==> config.mk <==
export PLATFORM = sky130hd
export DESIGN_NAME = golomb_search_sequencer_flat
export DESIGN_NICKNAME = d
export VERILOG_FILES = /design/src/rtl/golomb_pkg.sv /design/src/rtl/golomb_search_sequencer_if.sv /design/src/rtl/golomb_watchdog.sv /design/src/rtl/golomb_search_sequencer.sv /design/src/flat_wrapper.sv
export SDC_FILE = /design/constraint.sdc
export NUM_CORES = 1
export LEC_CHECK = 0
export ABC_AREA = 1
export CORE_UTILIZATION = 40
export CTS_CLUSTER_DIAMETER = 120
export DETAILED_ROUTE_END_ITERATION = 10
export PLACE_DENSITY = 0.67
export SKIP_CTS_REPAIR_TIMING = 1
export SYNTH_ARGS = -nofsm -noshare
export SYNTH_HDL_FRONTEND = slang
export SYNTH_SLANG_ARGS = --single-unit
==> constraint.sdc <==
create_clock -name clock -period 3 [get_ports clock]
set_input_delay 0.3 -clock clock [delete_from_list [all_inputs] [get_ports clock]]
set_output_delay 0.3 -clock clock [all_outputs]
set_load 0.02 [all_outputs]
==> src/rtl/golomb_pkg.sv <==
// Shared types and defaults for the Golomb ruler search sequencer and its helpers.
// Pure declarations: no latency and no flow control of its own.
package golomb_pkg;

  localparam int NUMPOSITIONS_DEF = 5;
  localparam int VALW_DEF         = 9;
  localparam int LEVELW_DEF       = 7;
  localparam int TIMEOUT_DEF      = 255;

  typedef enum logic [2:0] {
    ST_IDLE   = 3'd0,
    ST_ISSUE  = 3'd1,
    ST_WAIT   = 3'd2,
    ST_EVAL   = 3'd3,
    ST_FOUND  = 3'd4,
    ST_FINISH = 3'd5
  } seq_state_t;

  // Bit offset of mark idx inside a flattened marks vector.
  function automatic int mark_lsb(input int idx, input int valw);
    return idx * valw;
  endfunction

endpackage

==> src/rtl/golomb_search_sequencer_if.sv <==
// Step/verdict bus between the sequencer and the per-mark counter chain.
// One step_valid per request; the counter answers with a single resp_valid strobe, no backpressure.
interface golomb_search_sequencer_if #(
  parameter int VALW   = golomb_pkg::VALW_DEF,
  parameter int LEVELW = golomb_pkg::LEVELW_DEF
);
  logic              step_valid;
  logic [LEVELW-1:0] step_level;
  logic [VALW-1:0]   limit;
  logic              resp_valid;
  logic [VALW-1:0]   resp_val;
  logic              resp_good;
  logic              resp_exhausted;

  modport master (
    output step_valid, step_level, limit,
    input  resp_valid, resp_val, resp_good, resp_exhausted
  );

  modport slave (
    input  step_valid, step_level, limit,
    output resp_valid, resp_val, resp_good, resp_exhausted
  );
endinterface

==> src/rtl/golomb_watchdog.sv <==
// Response watchdog: cleared by load, counts while count is high, expired on the TIMEOUT-th counting cycle.
// Expiry is combinational from the count; no backpressure.
module golomb_watchdog #(
  parameter int TIMEOUT = golomb_pkg::TIMEOUT_DEF
) (
  input  logic clock,
  input  logic reset,
  input  logic load,
  input  logic count,
  output logic expired
);
  localparam int CW = $clog2(TIMEOUT + 1);

  logic [CW-1:0] cnt;

  always_ff @(posedge clock) begin
    if (reset || load) begin
      cnt <= '0;
    end else if (count && !expired) begin
      cnt <= cnt + CW'(1);
    end
  end

  assign expired = count && (cnt == CW'(TIMEOUT - 1));
endmodule

==> src/rtl/golomb_search_sequencer.sv <==
// Golomb search controller: one step request at a time, advance/backtrack/record on each verdict.
// start->step 1 cycle, verdict->step 2 cycles (3 on a found ruler); starts while busy are dropped.
module golomb_search_sequencer
  import golomb_pkg::*;
#(
  parameter int NUMPOSITIONS = NUMPOSITIONS_DEF,
  parameter int VALW         = VALW_DEF,
  parameter int LEVELW       = LEVELW_DEF,
  parameter int TIMEOUT      = TIMEOUT_DEF
) (
  input  logic                             clock,
  input  logic                             reset,
  input  logic                             start,
  input  logic [VALW-1:0]                  init_limit,
  output logic                             busy,
  output logic                             done,
  output logic                             timeout,
  golomb_search_sequencer_if.master        bus,
  output logic [(NUMPOSITIONS+1)*VALW-1:0] marks,
  output logic [VALW-1:0]                  best_length,
  output logic [(NUMPOSITIONS+1)*VALW-1:0] best_marks,
  output logic [15:0]                      solutions
);
  localparam int                MW        = (NUMPOSITIONS + 1) * VALW;
  localparam logic [LEVELW-1:0] LVL_FIRST = LEVELW'(1);
  localparam logic [LEVELW-1:0] LVL_LAST  = LEVELW'(NUMPOSITIONS);

  seq_state_t        state_q, state_d;
  logic [LEVELW-1:0] level;
  logic [VALW-1:0]   limit_q;
  logic [VALW-1:0]   r_val;
  logic              r_good, r_exh;
  logic [MW-1:0]     marks_q, best_marks_q;
  logic [VALW-1:0]   best_length_q;
  logic [15:0]       solutions_q;
  logic              timeout_q;
  logic              wd_expired;
  logic              step_valid_c, busy_c, done_c;

  golomb_watchdog #(.TIMEOUT(TIMEOUT)) u_watchdog (
    .clock   (clock),
    .reset   (reset),
    .load    (state_q == ST_ISSUE),
    .count   (state_q == ST_WAIT),
    .expired (wd_expired)
  );

  always_ff @(posedge clock) begin
    if (reset) begin
      state_q <= ST_IDLE;
    end else begin
      state_q <= state_d;
    end
  end

  always_comb begin
    state_d = state_q;
    case (state_q)
      ST_IDLE:   if (start) state_d = ST_ISSUE;
      ST_ISSUE:  state_d = ST_WAIT;
      // A response arriving on the expiry cycle still counts.
      ST_WAIT: begin
        if (bus.resp_valid)   state_d = ST_EVAL;
        else if (wd_expired)  state_d = ST_FINISH;
      end
      ST_EVAL: begin
        if (r_exh)                           state_d = (level == LVL_FIRST) ? ST_FINISH : ST_ISSUE;
        else if (r_good && level == LVL_LAST) state_d = ST_FOUND;
        else                                 state_d = ST_ISSUE;
      end
      ST_FOUND:  state_d = ST_ISSUE;
      ST_FINISH: state_d = ST_IDLE;
      default:   state_d = ST_IDLE;
    endcase
  end

  always_comb begin
    step_valid_c = 1'b0;
    busy_c       = 1'b0;
    done_c       = 1'b0;
    case (state_q)
      ST_ISSUE:                    begin step_valid_c = 1'b1; busy_c = 1'b1; end
      ST_WAIT, ST_EVAL, ST_FOUND:  busy_c = 1'b1;
      ST_FINISH:                   done_c = 1'b1;
      default:                     ;
    endcase
  end

  always_ff @(posedge clock) begin
    if (reset) begin
      level         <= LVL_FIRST;
      limit_q       <= '0;
      r_val         <= '0;
      r_good        <= 1'b0;
      r_exh         <= 1'b0;
      marks_q       <= '0;
      best_marks_q  <= '0;
      best_length_q <= '0;
      solutions_q   <= '0;
      timeout_q     <= 1'b0;
    end else begin
      case (state_q)
        ST_IDLE: begin
          if (start) begin
            level         <= LVL_FIRST;
            limit_q       <= init_limit;
            marks_q       <= '0;
            best_marks_q  <= '0;
            best_length_q <= '0;
            solutions_q   <= '0;
            timeout_q     <= 1'b0;
          end
        end
        ST_WAIT: begin
          if (bus.resp_valid) begin
            r_val  <= bus.resp_val;
            r_good <= bus.resp_good;
            r_exh  <= bus.resp_exhausted;
          end else if (wd_expired) begin
            timeout_q <= 1'b1;
          end
        end
        ST_EVAL: begin
          // Mark 0 is never written: level stays within [1, NUMPOSITIONS].
          if (r_exh) begin
            if (level != LVL_FIRST) begin
              marks_q[mark_lsb(int'(level), VALW) +: VALW] <= '0;
              level <= level - LEVELW'(1);
            end
          end else if (r_good) begin
            marks_q[mark_lsb(int'(level), VALW) +: VALW] <= r_val;
            if (level < LVL_LAST) level <= level + LEVELW'(1);
          end
        end
        ST_FOUND: begin
          best_marks_q  <= marks_q;
          best_length_q <= r_val;
          if (solutions_q != 16'hFFFF) solutions_q <= solutions_q + 16'd1;
          limit_q <= (r_val == '0) ? '0 : r_val - VALW'(1);
        end
        default: ;
      endcase
    end
  end

  assign bus.step_valid = step_valid_c;
  assign bus.step_level = level;
  assign bus.limit      = limit_q;
  assign busy           = busy_c;
  assign done           = done_c;
  assign timeout        = timeout_q;
  assign marks          = marks_q;
  assign best_marks     = best_marks_q;
  assign best_length    = best_length_q;
  assign solutions      = solutions_q;
endmodule

==> src/flat_wrapper.sv <==
// flat-port wrapper written by rule: the top's interface ports become plain ports
module golomb_search_sequencer_flat import golomb_pkg::*;
#(
  parameter int NUMPOSITIONS = NUMPOSITIONS_DEF,
  parameter int VALW         = VALW_DEF,
  parameter int LEVELW       = LEVELW_DEF,
  parameter int TIMEOUT      = TIMEOUT_DEF
)
  (clock, reset, start, init_limit, busy, done, timeout, marks, best_length, best_marks, solutions, bus_step_valid, bus_step_level, bus_limit, bus_resp_valid, bus_resp_val, bus_resp_good, bus_resp_exhausted);
  golomb_search_sequencer_if #(.VALW(VALW), .LEVELW(LEVELW)) bus_i ();
  input  logic clock;
  input  logic reset;
  input  logic start;
  input  logic [VALW-1:0] init_limit;
  output logic busy;
  output logic done;
  output logic timeout;
  output logic [(NUMPOSITIONS+1)*VALW-1:0] marks;
  output logic [VALW-1:0] best_length;
  output logic [(NUMPOSITIONS+1)*VALW-1:0] best_marks;
  output logic [15:0] solutions;
  output wire logic [$bits(bus_i.step_valid)-1:0] bus_step_valid;
  output wire logic [$bits(bus_i.step_level)-1:0] bus_step_level;
  output wire logic [$bits(bus_i.limit)-1:0] bus_limit;
  input wire logic [$bits(bus_i.resp_valid)-1:0] bus_resp_valid;
  input wire logic [$bits(bus_i.resp_val)-1:0] bus_resp_val;
  input wire logic [$bits(bus_i.resp_good)-1:0] bus_resp_good;
  input wire logic [$bits(bus_i.resp_exhausted)-1:0] bus_resp_exhausted;
  assign bus_step_valid = bus_i.step_valid;
  assign bus_step_level = bus_i.step_level;
  assign bus_limit = bus_i.limit;
  assign bus_i.resp_valid = bus_resp_valid;
  assign bus_i.resp_val = bus_resp_val;
  assign bus_i.resp_good = bus_resp_good;
  assign bus_i.resp_exhausted = bus_resp_exhausted;
  golomb_search_sequencer #(.NUMPOSITIONS(NUMPOSITIONS), .VALW(VALW), .LEVELW(LEVELW), .TIMEOUT(TIMEOUT)) u_core (.clock(clock), .reset(reset), .start(start), .init_limit(init_limit), .busy(busy), .done(done), .timeout(timeout), .bus(bus_i), .marks(marks), .best_length(best_length), .best_marks(best_marks), .solutions(solutions));
endmodule
==> results.py <==
metrics = {
    "floorplan": {
        "die_w_um": 139.8,
        "dieHeight_um": 139.8,
        "ios": 177,
        "die_area_um2": 19540,
        "design.core.area_um2": 18640,
        "start_util": 0.4074,
        "rows": 50,
    },
    "global_routing": {
        "grt_pass1_vias": 6776,
        "grt_pass1_wl_mm": 34.13,
        "grt_use_total": 0.2180,
        "grt_start_max_net_pins": 83,
        "overflow": 0,
        "grt_antenna_before_repair": 0,
    },
    "detailed_routing": {
        "drc_errors": 0,
        "drtIter0Drc": 532,
        "via_count": 7551,
        "wl_per_cell_um": 14.28,
        "drt-total-wl_mm": 21.28,
        "ant_nets": 0,
        "routed_via_density": 5.068,
        "drt_pass1_iterations": 5,
    },
    "critical_path": {
        "crit_buf_inv": 2,
        "rrSetupSlack_ns": 0.47,
        "critPathMaxStageDelay_ns": 0.55,
        "reg2reg_to": "u_core.marks[26]",
        "cp_common_cell": "nand2_2",
        "end_kind": "flip-flop",
        "cp_slowest_cell": "dfxtp_1",
        "critical_path_arrival_ns": 2.89,
        "worstPathMaxFanout": 15,
        "worstRegToRegCells": 13,
        "crit_chain": "inv_2 -> ha_1 -> nand3_1 -> nand2_1 -> nand2_1 -> nand4_1 -> nor2_2 -> nand2_2 -> nand2_2 -> nand2_2 -> clkinv_2 -> nor2_1 -> nor2_1",
        "criticalPathCategory": "reg -> reg",
        "worstPathRequired_ns": 3.36,
        "crit_path_start_kind": "flip-flop",
        "r2r_start": "u_core.bus.step_level[0]",
        "crit_family": "simple AND/OR/NAND/NOR gates",
    },
    "logic_synthesis": {
        "ys_ff_latch": 172,
        "syn_area_um2": 7595,
        "synth_ff_type": "dfxtp_1",
        "syn-num-nets": 1122,
        "ys_types": 32,
        "syn_area_per_cell_um2": 6.961,
        "synth_edf_count": 0,
        "synthArstFlopShare": 0,
        "synth.yosys.seq_area_share": 0.4534,
        "syn_inst": 1091,
        "yosysWarnings": 0,
    },
    "clock_network": {
        "cts-root-buf": "clkbuf_16",
        "clockBufferDepth": 2,
        "cts_tree": "done",
        "numCtsBuffers": 17,
        "worstSkewPairLatency_ns": 0.43,
        "htreeDepth": 4,
        "clkTransAtPathRegs_ns": 0.06,
        "clock_sinks": 172,
    },
    "placement": {
        "dp.cells": 1458,
        "gp_congestion": 0.9437,
        "io_buffers": 176,
        "place.detailed.hpwl_mm": 15.25,
    },
    "power_and_ir_drop": {
        "ir_drop_mv": 0.4100,
        "p_leak_nw": 3.620,
        "p_per_area_nw_per_um2": 643.4,
    },
    "sta": {
        "rsz0062_at_grt": "no",
        "period_share": 0.8432,
        "hold_viol": 0,
        "worstMarginPinSlew_ns": 0.8816,
        "finClkSkew_ns": 0.01091,
        "fmax_mhz": 395.3,
        "setup_tns_ns": 0,
        "slew_viol_final": 0,
        "timing.final.setup_violations": 0,
        "max_slew_margin": 0.4122,
        "finalCriticalPeriod_ns": 2.529,
        "hold_slack_ns": 0.2733,
    },
    "layout": {
        "final_cells": 1490,
        "drive_gt1_frac": 0.05971,
        "layout_common_cells": "nand2_1, clkdlybuf4s50_1, dfxtp_1, a21oi_1, nor2_1",
        "syn_to_final_growth_pct": 33.62,
        "nets": 1274,
        "antenna_cells": 0,
        "mostFrequentLayoutCell": "nand2_1",
    },
    "run": {
        "drv_cap": 0,
    },
    "hold_path": {
        "worstHoldEndpoint": "u_core.bus.step_level[5]",
        "hold_start": "reset",
        "min_path_type": "in -> reg",
        "hold_depth": 2,
    },
    "run_status": {
        "status": "finished, final reports clean",
    },
}
[through the flow]
| stage | util | area, µm² | power (mW) | worst slack [ns] |
|---|---|---|---|---|
| after floorplan | - | 7595 | 3.676 | 0.3201 |
| after global placement | 0.5100 | 9508 | 4.159 | 0.6165 |
| after detailed placement | 0.5100 | 9508 | 4.165 | 0.5047 |
| after CTS | 0.5444 | 10150 | 6.569 | 0.4685 |
| after global routing | 0.5444 | 10150 | 6.859 | 0.1083 |
| final | 0.5444 | 10150 | 6.530 | 0.4705 |
[synthesized netlist by cell type (2+ instances only)]
cell      count  area (µm²)
nor2_4        3       33.78
dfxtp_1     172        3443
nand2_1     306        1149
a31oi_1       3       18.77
nand4_1      27       168.9
ha_1          7       87.58
nor3_1       35       175.2
xor2_1       11       96.34
buf_1         5       18.77
nor2_2        9       56.30
buf_6         2       22.52
a211oi_1      2       15.01
nand3_1      62       310.3
or2_2         2       12.51
o22ai_1       2       12.51
a21oi_1     144       720.7
buf_2         9       45.04
nor2_1      108       405.4
buf_4         2       15.01
nand2_2       9       56.30
clkbuf_1     36       135.1
xnor2_1       2       17.52
inv_2         4       15.01
o21ai_0      42       210.2
inv_1        80       300.3
[metal layers]
layer	routed length [µm]	track usage	part of all wire	up-vias
met5	0	0	0	-
met4	382	0.08329	0.018	0
met3	1166	0.04267	0.055	31
met2	9528	0.3450	0.45	243
met1	10200	0.2925	0.48	3419
li1	-	-	-	3858
[power breakdown]
group	internal [mW]	leakage (nW)	switching (mW)
logic	0.528	1.91	1.06
registers	2.40	1.39	0.142
clock network	1.44	0.315	0.962
total	4.37	3.62	2.16
[state kept, by name, summed over array words and instances, names as in the netlist, 7 cells and up]
name                   cells
u_core.best_marks         54
u_core.solutions          16
u_core.marks              54
u_core.bus.step_level      7
u_core.best_length         9
u_core.r_val               9
u_core.bus.limit           9
u_core.u_watchdog.cnt      8
[cell families after synthesis]
family          synth area share
flops                     0.4534
compound gates            0.1316
xor+xnor                 0.01499
simple gates              0.3152
fa+ha+maj                0.01153
buf+inv                  0.07331
[final cells by class]
cell class              count  area, µm²
flip-flops and latches    172       3443
fillers                  1797       8494
clock inverters            13      197.7
repair buffers            187       1842
clock buffers              19      442.9
well taps                 234      292.8
inverters                  85      320.3
multi-input cells         780       3610
[worst reg2reg max path, stage by stage (launching register included)]
cell and delay [ns]:
dfxtp_1 0.55, inv_2 0.07, ha_1 0.26, nand3_1 0.10, nand2_1 0.05, nand2_1 0.12
nand4_1 0.16, nor2_2 0.45, nand2_2 0.16, nand2_2 0.15, nand2_2 0.14, clkinv_2 0.12
nor2_1 0.04, nor2_1 0.08
[worst max path at each step]
| stage | from | to | slack (ns) | cells after the start |
|---|---|---|---|---|
| after floorplan | u_core.bus.step_level[0] | u_core.marks[45] | 0.32 | 16 |
| after global placement | u_core.bus.step_level[0] | u_core.marks[10] | 0.62 | 10 |
| after detailed placement | u_core.bus.step_level[0] | u_core.marks[26] | 0.50 | 13 |
| after CTS | u_core.state_q[0] | busy | 0.47 | 6 |
| after global routing | u_core.bus.step_level[0] | u_core.marks[43] | 0.11 | 13 |
| final | u_core.bus.step_level[0] | u_core.marks[26] | 0.47 | 13 |
Power figures use the tool's default switching activity.
